$ cat config.mk
export PLATFORM = sky130hd
export DESIGN_NAME = comparator_digit_serial
export DESIGN_NICKNAME = d
export VERILOG_FILES = /design/src/rtl/comparator_digit_serial.sv
export SDC_FILE = /design/constraint.sdc
export NUM_CORES = 1
export LEC_CHECK = 0
export CORE_MARGIN = 4
export CORE_UTILIZATION = 55
export CTS_CLUSTER_DIAMETER = 60
export CTS_CLUSTER_SIZE = 28
export DETAILED_ROUTE_END_ITERATION = 12
export PLACE_DENSITY_LB_ADDON = 0.08
export SYNTH_ARGS = -nofsm -noshare
export SYNTH_HDL_FRONTEND = slang
export SYNTH_SLANG_ARGS = --single-unit
$ cat constraint.sdc
create_clock -name clk -period 2.3 [get_ports clk]
set_clock_uncertainty 0.05 [all_clocks]
set_input_delay 0.345 -clock clk [delete_from_list [all_inputs] [get_ports clk]]
set_output_delay 0.345 -clock clk [all_outputs]
set_load 0.1 [all_outputs]
$ cat src/rtl/comparator_digit_serial.sv
// Digit-serial signed/unsigned comparator: scans two WIDTH-bit operands MSB-first,
// DIGIT bits per clock, and reports LT/LE/EQ/NE plus three-way flags over valid/ready.
module comparator_digit_serial #(
  parameter int unsigned WIDTH = 32,
  parameter int unsigned DIGIT = 4
) (
  input  logic             clk,
  input  logic             rst,
  input  logic             in_valid,
  output logic             in_ready,
  input  logic [WIDTH-1:0] a,
  input  logic [WIDTH-1:0] b,
  input  logic [1:0]       op,
  input  logic             sgn,
  output logic             out_valid,
  input  logic             out_ready,
  output logic             result,
  output logic             lt,
  output logic             eq,
  output logic             gt
);

  localparam int unsigned N  = WIDTH / DIGIT;
  localparam int unsigned CW = $clog2(N + 1);

  generate
    if (WIDTH < 2 || (WIDTH % DIGIT) != 0) begin : g_bad_params
      $error("comparator_digit_serial: WIDTH must be >= 2 and a multiple of DIGIT");
    end
  endgenerate

  typedef enum logic [1:0] {StIdle, StScan, StDone} state_e;

  state_e           state_q, state_d;
  logic [WIDTH-1:0] a_q, a_d, b_q, b_d;
  logic [1:0]       op_q, op_d;
  logic [CW-1:0]    cnt_q, cnt_d;
  logic             eq_acc_q, eq_acc_d;
  logic             lt_acc_q, lt_acc_d;
  logic [DIGIT-1:0] a_dig, b_dig;

  // Operands are shifted left each scan cycle, so the current digit is always on top.
  assign a_dig = a_q[WIDTH-1 -: DIGIT];
  assign b_dig = b_q[WIDTH-1 -: DIGIT];

  always_comb begin
    state_d  = state_q;
    a_d      = a_q;
    b_d      = b_q;
    op_d     = op_q;
    cnt_d    = cnt_q;
    eq_acc_d = eq_acc_q;
    lt_acc_d = lt_acc_q;
    case (state_q)
      StIdle: begin
        if (in_valid) begin
          // Flipping the sign bits maps two's-complement order onto unsigned order.
          a_d      = {a[WIDTH-1] ^ sgn, a[WIDTH-2:0]};
          b_d      = {b[WIDTH-1] ^ sgn, b[WIDTH-2:0]};
          op_d     = op;
          eq_acc_d = 1'b1;
          lt_acc_d = 1'b0;
          cnt_d    = '0;
          state_d  = StScan;
        end
      end
      StScan: begin
        if (eq_acc_q) begin
          if (a_dig < b_dig) begin
            lt_acc_d = 1'b1;
            eq_acc_d = 1'b0;
          end else if (a_dig > b_dig) begin
            eq_acc_d = 1'b0;
          end
        end
        a_d   = a_q << DIGIT;
        b_d   = b_q << DIGIT;
        cnt_d = cnt_q + 1'b1;
        if (cnt_q == CW'(N - 1)) begin
          state_d = StDone;
        end
      end
      StDone: begin
        if (out_ready) begin
          state_d = StIdle;
        end
      end
      default: state_d = StIdle;
    endcase
  end

  always_ff @(posedge clk) begin
    if (rst) begin
      state_q  <= StIdle;
      a_q      <= '0;
      b_q      <= '0;
      op_q     <= '0;
      cnt_q    <= '0;
      eq_acc_q <= 1'b0;
      lt_acc_q <= 1'b0;
    end else begin
      state_q  <= state_d;
      a_q      <= a_d;
      b_q      <= b_d;
      op_q     <= op_d;
      cnt_q    <= cnt_d;
      eq_acc_q <= eq_acc_d;
      lt_acc_q <= lt_acc_d;
    end
  end

  // Flags are gated by DONE so nothing stale is visible outside a valid result.
  always_comb begin
    in_ready  = (state_q == StIdle);
    out_valid = (state_q == StDone);
    lt        = out_valid & lt_acc_q;
    eq        = out_valid & eq_acc_q;
    gt        = out_valid & ~lt_acc_q & ~eq_acc_q;
    result    = 1'b0;
    case (op_q)
      2'b00:   result = lt;
      2'b01:   result = lt | eq;
      2'b10:   result = eq;
      2'b11:   result = out_valid & ~eq;
      default: result = 1'b0;
    endcase
  end

endmodule

* Word-level counts from Yosys, hierarchy flattened
Cells that the tools add are included.
W data, S select, Z words.
** Cells by class
- Bitwise gates (word level) :: 11
- Eq/ne operators :: 11
- Muxes and demuxes :: 20
- Reduce and logical (&&, ||, !) cells :: 7
- Add/subtract/negate cells :: 1
- $lt $le $gt $ge :: 2
** Operators by type and width (count)
- $pmux W32 S2 :: 2
- $mux W32 :: 2
- $ne A2 B2 Y1 const B :: 4
- $pmux W4 S2 :: 1
- $mux W1 :: 7
- $eq A2 B2 Y1 const B :: 3
- $mux W2 :: 3
- $pmux W2 S3 :: 1
- $and A1 B1 Y1 :: 5
- $add A4 B1 Y4 const B :: 1
- $eq A2 B1 Y1 const B :: 2
- $eq A4 B3 Y1 const B :: 1
- $gt A4 B4 Y1 :: 1
- $logic_not A2 Y1 :: 2
- $lt A4 B4 Y1 :: 1
- $mux W4 :: 1
- $pmux W1 S2 :: 2
- $pmux W1 S4 :: 1
- $reduce_and A2 Y1 :: 2
- $reduce_and A4 Y1 :: 1
- $not A1 Y1 :: 3
- $reduce_and A3 Y1 :: 1
- $ne A2 B1 Y1 const B :: 1
- $reduce_bool A2 Y1 :: 1
- other kinds (2) :: 3
** Word-level totals
- Output and inout port bits :: 6
- Flip-flop bits (word level) :: 74

* Longest topological paths before layout
Gate-level depths: netlist (run 1).
- Depth after elaboration :: 5
- Depth in mapped cells :: 6

* Least setup slack after synthesis (run 1)
Ideal clock, no wire load.
- Path type :: register to output
- Start :: register state_q[0]
- End :: output gt
- Stages on the path, launching flop included :: 4
- Required time :: 1905 ps
- Setup slack :: -817 ps
- Buffers on the path :: 1
- Data arrival time :: 2722 ps
- Cells stage by stage :: dfxtp_1 buf_4 nand2b_1 nor3_1
** Between the ends
- Cells in the longest elaborated chain, start to end :: 3
** RTL lines
- from (decl) :: RTL line 34 : state_e state_q, state_d;
- from (signal assigned) :: RTL line 94 : state_q <= StIdle;
- from (signal assigned) :: RTL line 102 : state_q <= state_d;
- $eq A2 B2 Y1 :: RTL line 115 : out_valid = (state_q == StDone);
- $and A1 B1 Y1 (2 in series) :: RTL line 118 : gt = out_valid & ~lt_acc_q & ~eq_acc_q;
- to (decl) :: RTL line 20 : output logic gt
Every way passes these cells.

* Worst setup path in the final report (run 1)
- Start :: register state_q[1]
- End :: output result
** Between the ends
- Cells in the longest elaborated chain, start to end :: 5
** RTL lines
- $eq A2 B2 Y1 (*) :: RTL line 115
- $and A1 B1 Y1 :: RTL line 117 : eq = out_valid & eq_acc_q;
- $not A1 Y1 :: RTL line 124 : 2'b11: result = out_valid & ~eq;
- $and A1 B1 Y1 :: RTL line 124
- $pmux W1 S4 (*) :: RTL line 120 : case (op_q)
- to (decl) :: RTL line 17 : output logic result,
Every way passes the cells marked *; elsewhere a longest branch is shown, timed or not.

==> summary.txt, run 1 <==
Logic synthesis
  – Post-synthesis sequential area ratio: 39.1%
  – Syn Nets: 495
  – Cells after Synth: 419
  – Yosys warns: 0
  – Synth Register Bits: 74
  – Most used DFF post-synth: dfxtp_1
  – Asr flop ratio synth: 0%
  – Number of synthesized flops with an enable pin: 0
  – Cell area after synthesis: 3790 sq um
  – Syn avg cell area: 9.04 sq um
  – Synth unique cells: 38

Timing
  – Max Clk Rate: 529 MHz
  – Final worst path period share: 82.2%
  – Post-layout min period: 1890 ps
  – Setup_tns: 0 ps
  – Final Hold Fails: 0
  – Rel. slew slack: 55.1%
  – Endpoints failing setup: 0
  – RSZ-0062 raised after global routing: no
  – Final slew viol count: 0
  – Final WS setup: 410 ps
  – Least-Margin Pin Slew: 673 ps

Outcome
  – Status: complete, no violations

CTS
  – CTS tree: yes
  – Cts repair resizes: 0
  – Postcts setup bufs: 0
  – Hold buffers post-CTS: 0
  – Longest Clk Path Bufs: 2
  – Clk Latency, worst-skew pair: 350 ps
  – Clk pin slew, worst setup/hold paths: 70 ps
  – CTS Buf Count: 9
  – H-tree depth: 3
  – Root buffer selected by CTS: clkbuf_8
  – Clock sink count: 74

Finish
  – Commonest non-fill, non-tap cell in the layout: nor2_1
  – Synthesis-to-layout area growth: 27.8%
  – Number of antenna diodes: 0
  – Commonest cells after routing, fill and taps aside: nor2_1 (108), dfxtp_1 (73), clkdlybuf4s50_1 (68), o2bb2ai_1 (52), a211oi_2 (50)
  – Net count, final: 552
  – Layout cells sized above 1: 19.3%

Global route
  – GRT Resource Usage Total: 22.8%
  – GR Overflow Total: 0
  – Largest net degree at the start of global routing: 46
  – Vias in the first global route: 3144
  – First-pass GRT wire length: 15.6 mm
  – Initial antenna violation count: 0

Floorplan
  – # IOs: 77
  – Initial core utilization: 58.0%
  – Core area: 6530 sq um
  – Die ar.: 8280 sq um
  – Die height: 91.0 microns
  – Die X: 91.0 microns
  – Row cnt: 29

Setup path
  – Critical-path maximum fanout: 11
  – Critical path endpoint category: output port
  – Startpoint Class: flop
  – Crit path kind: flop to output port
  – WP data arrival: 1490 ps
  – Req. time, crit path: 1900 ps

Drt
  – WL/cell: 16.5 microns
  – # DRC: 0
  – Post-route ant nets: 0
  – Drt pass-1 iters: 4
  – Routed WL: 9.23 mm
  – Vias/cell: 5.82
  – Vias: 3250
  – Initial DRC count: 228

Flow run
  – Max-Cap Viols: 0

Placement
  – Dpl hpwl: 6.25 mm
  – Placer Congestion: 0.767
  – Placement Setup Slack: 715 ps
  – Port Buffer Count: 76

Power and ir drop
  – LEAKAGE: 1.82 nW
  – Max IR drop VDD: 0.427 mV
  – PwrDens: 697 nW/um^2

Hold path
  – Hold Path Class: flop to flop
[metrics by stage]
| stage | area, sq um | cells | utilization [%] | hold WS, ps | total power (W) |
|---|---|---|---|---|---|
| 4_1_cts | 4840 | 558 | 74.1 | 426 | 0.00339 |
| 2_1_floorplan | 3800 | 419 | - | 398 | 0.00194 |
| 3_5_place_dp | 4590 | 542 | 70.3 | 419 | 0.00215 |
| 6_report | 4840 | 558 | 74.1 | 429 | 0.00337 |
| 5_1_grt | 4840 | 558 | 74.1 | 442 | 0.00353 |
| 3_3_place_gp | 4590 | 542 | 70.3 | 406 | 0.00213 |
[path summary, 6_finish.rpt]
kind | cells after the start | from | slack (ps) | to
worst max-delay path | 3 | state_q[1] | 410 | result
worst min-delay path | 2 | b_q[0] | 430 | b_q[0]
worst max register to register | 4 | state_q[0] | 690 | a_q[7]
worst min register to register | 2 | b_q[0] | 430 | b_q[0]
[state kept, by name, indices dropped and copies added (netlist names)]
name / flops
cnt_q: 4
b_q: 32
lt_acc_q: 1
op_q: 2
eq_acc_q: 1
a_q: 32
state_q: 2
[power by group]
part / switching (W) / internal [W] / total (W)
clock network: 0.000469 / 0.000776 / 0.00125
logic: 0.000332 / 0.000320 / 0.000653
registers: 0.0000772 / 0.00140 / 0.00148
[synth_stat cells (2+ instances only)]
cell	n	area, sq um
nor2_1	109	409
dfxtp_1	74	1480
o2bb2ai_1	52	455
a211oi_2	50	626
a21oi_1	15	75.1
nand2_1	15	56.3
clkbuf_1	14	52.6
buf_2	10	50.1
nand3_1	10	50.1
buf_4	8	60.1
inv_1	7	26.3
buf_1	5	18.8
buf_6	5	56.3
ha_1	5	62.6
nand2b_1	4	25.0
a221oi_1	3	26.3
and3_1	3	18.8
o22ai_1	3	18.8
xor2_1	3	26.3
a222oi_1	2	20.0
and4b_1	2	20.0
nand3b_1	2	15.0
nor2b_1	2	12.5
nor3_1	2	10.0
[area by class of cell]
cell class                 instances  area, sq um
tap                               77         96.3
clock buffer                      11          151
sequential                        74         1480
fill                             486         1690
multi-input combinational        295         2050
clock inverter                     5          100
timing repair buffer              88          928
inverter                           8         30.0
[cells by family after synthesis]
logic type,count (synthesis),synth area share [%]
AO/OA/AOI/OAI,134,34.2
buffers and inverters,50,7.07
flip-flops,74,39.1
XOR/XNOR,3,0.694
multiplexers,1,0.264
AND/OR/NAND/NOR,152,17.0
adder cells (fa/ha/maj),5,1.65
[critical path, stage by stage, from the launching register on]
cell      delay, ps
dfxtp_1         510
nand2b_1        190
a31oi_2         240
buf_12          210
[layer usage]
metal / vias to the layer above / GRT usage, % / part of all wire (%)
li1: 1627 / - / -
met1: 1540 / 32.8 / 47
met2: 76 / 34.6 / 47
met3: 7 / 5.95 / 5.0
met4: 0 / 4.90 / 0.68
met5: - / 0 / 0
Note: power is estimated with default switching activity, not from simulation.
==> run 2: changes to the inputs <==
--- a/config.mk
+++ b/config.mk
@@ -6,7 +6,7 @@
 export NUM_CORES = 1
 export LEC_CHECK = 0
 export CORE_MARGIN = 4
-export CORE_UTILIZATION = 55
+export CORE_UTILIZATION = 52
 export CTS_CLUSTER_DIAMETER = 60
 export CTS_CLUSTER_SIZE = 28
 export DETAILED_ROUTE_END_ITERATION = 12
==> constraint.sdc (replaced) <==
create_clock -name clk -period 1.9 [get_ports clk]
set_clock_uncertainty 0.05 [all_clocks]
set_input_delay 0.285 -clock clk [delete_from_list [all_inputs] [get_ports clk]]
set_output_delay 0.285 -clock clk [all_outputs]
set_load 0.1 [all_outputs]
==> run 2 against run 1 <==
  * Combinational power is 21% higher
  * Clock power down 10%
  * Power is 9.7% higher
  * Highest routed layer unchanged
  * Utilization decreased by 4.7 points
  * Largest cell class unchanged
==> summary.txt, run 2 (synthesis gave the netlist of run 1 again) <==
Outcome
  – Status: complete, no violations

CTS
  – Clock sink count: 74
  – Clk Latency, worst-skew pair: 350 ps
  – CTS tree: yes
  – CTS Buf Count: 9
  – Longest Clk Path Bufs: 2
  – Hold buffers post-CTS: 0
  – Postcts setup bufs: 0
  – Clk pin slew, worst setup/hold paths: 80 ps
  – Root buffer selected by CTS: clkbuf_8
  – Cts repair resizes: 0
  – H-tree depth: 3

Placement
  – Dpl hpwl: 6.33 mm
  – Placer Congestion: 0.757
  – Placement Setup Slack: 363 ps
  – Port Buffer Count: 76

Drt
  – WL/cell: 15.9 microns
  – DRT met1 WL: 4.29 mm
  – Vias/cell: 5.66
  – WL met3: 501 microns
  – Post-route ant nets: 0
  – Routed WL: 9.16 mm
  – Initial DRC count: 142
  – Metal2 WL: 4.24 mm
  – # DRC: 0
  – Uppermost layer routed: met4
  – Vias: 3263
  – Drt pass-1 iters: 5

Floorplan
  – Die X: 93.4 microns
  – Row cnt: 30
  – Die ar.: 8720 sq um
  – Initial core utilization: 54.6%
  – Core area: 6940 sq um
  – Die height: 93.4 microns
  – # IOs: 77

Global route
  – First-pass GRT wire length: 14.8 mm
  – GRT Resource Usage Total: 21.3%
  – GR Overflow Total: 0
  – Initial antenna violation count: 0
  – Vias in the first global route: 3095
  – Largest net degree at the start of global routing: 45

Finish
  – Number of antenna diodes: 0
  – Commonest non-fill, non-tap cell in the layout: nor2_1
  – Final Util: 69.4%
  – Reg area: 1480 sq um
  – Net count, final: 554
  – Area of the multi-input gates: 2050 sq um
  – Commonest cells after routing, fill and taps aside: nor2_1 (108), dfxtp_1 (72), clkdlybuf4s50_1 (68), o2bb2ai_1 (52), a211oi_2 (50)
  – Layout cells sized above 1: 19.5%
  – Synthesis-to-layout area growth: 27.2%
  – Top Registers: a_q (32), b_q (32), cnt_q (4)
  – Layout fillers: 564

Power and ir drop
  – LEAKAGE: 1.79 nW
  – Max IR drop VDD: 0.385 mV
  – Seq pwr share: 48.2%
  – Switching Share: 28.4%
  – Gate power share: 21.4%
  – Clock group share of total power: 30.4%
  – Internal power: 0.00265 W
  – NetSw: 0.00105 W
  – PwrDens: 768 nW/um^2

Flow run
  – Max-Cap Viols: 0

Timing
  – Max Clk Rate: 548 MHz
  – Post-layout min period: 1830 ps
  – Endpoints failing setup: 0
  – Final Hold Fails: 0
  – Least-Margin Pin Slew: 489 ps
  – Final WS setup: 74.5 ps
  – RSZ-0062 raised after global routing: no
  – Final slew viol count: 0
  – Rel. slew slack: 67.4%
  – Final worst path period share: 96.1%

Hold path
  – Hold Path Class: primary input to flop
  – Worst Hold Launch: rst
  – Worst Hold Path Cells: 2

Setup path
  – WP data arrival: 1490 ps
  – Startpoint Class: flop
  – Crit. Startpoint: state_q[0]
  – R2r setup slk: 350 ps
  – CP Capture Point: result
  – Critical-path maximum fanout: 20
  – R2R Path Start: state_q[0]
  – Req. time, crit path: 1560 ps
  – FF-to-FF End: b_q[5]
  – Critical path endpoint category: output port
  – Reg2reg path depth: 4
  – Crit path kind: flop to output port
==> run 2: cell types whose count changed in the layout (fill, tap and decap cells not counted) <==
cell / change
clkinvlp_4: +1
dfxtp_1: -1
clkinv_2: -1
dfxtp_2: +1
buf_12: +1
bufinv_16: -3
clkbuf_8: +1
buf_4: +1
==> run 2: how the worst min path moves through the flow <==
stage          slack, ps          to
3_3_place_gp         410      b_q[1]
6_report             300     a_q[31]
5_1_grt              310    cnt_q[0]
2_1_floorplan        370     op_q[0]
4_1_cts              290  state_q[0]
3_5_place_dp         420      b_q[1]
==> run 2: stage by stage <==
stage          instance area [sq um]  total power [W]  instances  hold WS, ps  setup TNS [ps]
3_5_place_dp                    4640          0.00261        563          418               0
2_1_floorplan                   3800          0.00234        419          371            -430
5_1_grt                         4820          0.00387        577          307               0
4_1_cts                         4820          0.00372        577          292               0
3_3_place_gp                    4640          0.00259        563          412               0
6_report                        4820          0.00370        577          299               0
==> run 2: per-layer routing <==
metal  up-vias  global-route usage (%)
met2        83                    33.0
li1       1626                       -
met1      1542                    29.2
met5         -                       0
met3        12                    5.07
met4         0                    6.96
==> run 2: power by group through the flow <==
| stage | Clock [W] | Combinational (W) | Sequential [W] |
|---|---|---|---|
| 6_report | 0.00112 | 0.000792 | 0.00179 |
| 5_1_grt | 0.00120 | 0.000872 | 0.00180 |
| 4_1_cts | 0.00114 | 0.000798 | 0.00178 |
| 3_5_place_dp | 0 | 0.000795 | 0.00182 |
| 3_3_place_gp | 0 | 0.000779 | 0.00181 |
| 2_1_floorplan | 0 | 0.000560 | 0.00178 |
==> run 2: cell type report <==
cell class / count / area share, %
inverter: 8 / 0.623
sequential: 74 / 30.8
clock buffer: 12 / 3.43
timing repair buffer: 90 / 19.8
multi-input combinational: 295 / 42.6
clock inverter: 2 / 0.260
tap: 96 / 2.49
==> run 2: worst max-delay path, cell delays in order (launching register included) <==
cell and delay, ps:
dfxtp_2 440, nand2b_1 260, a31oi_2 230, buf_12 210
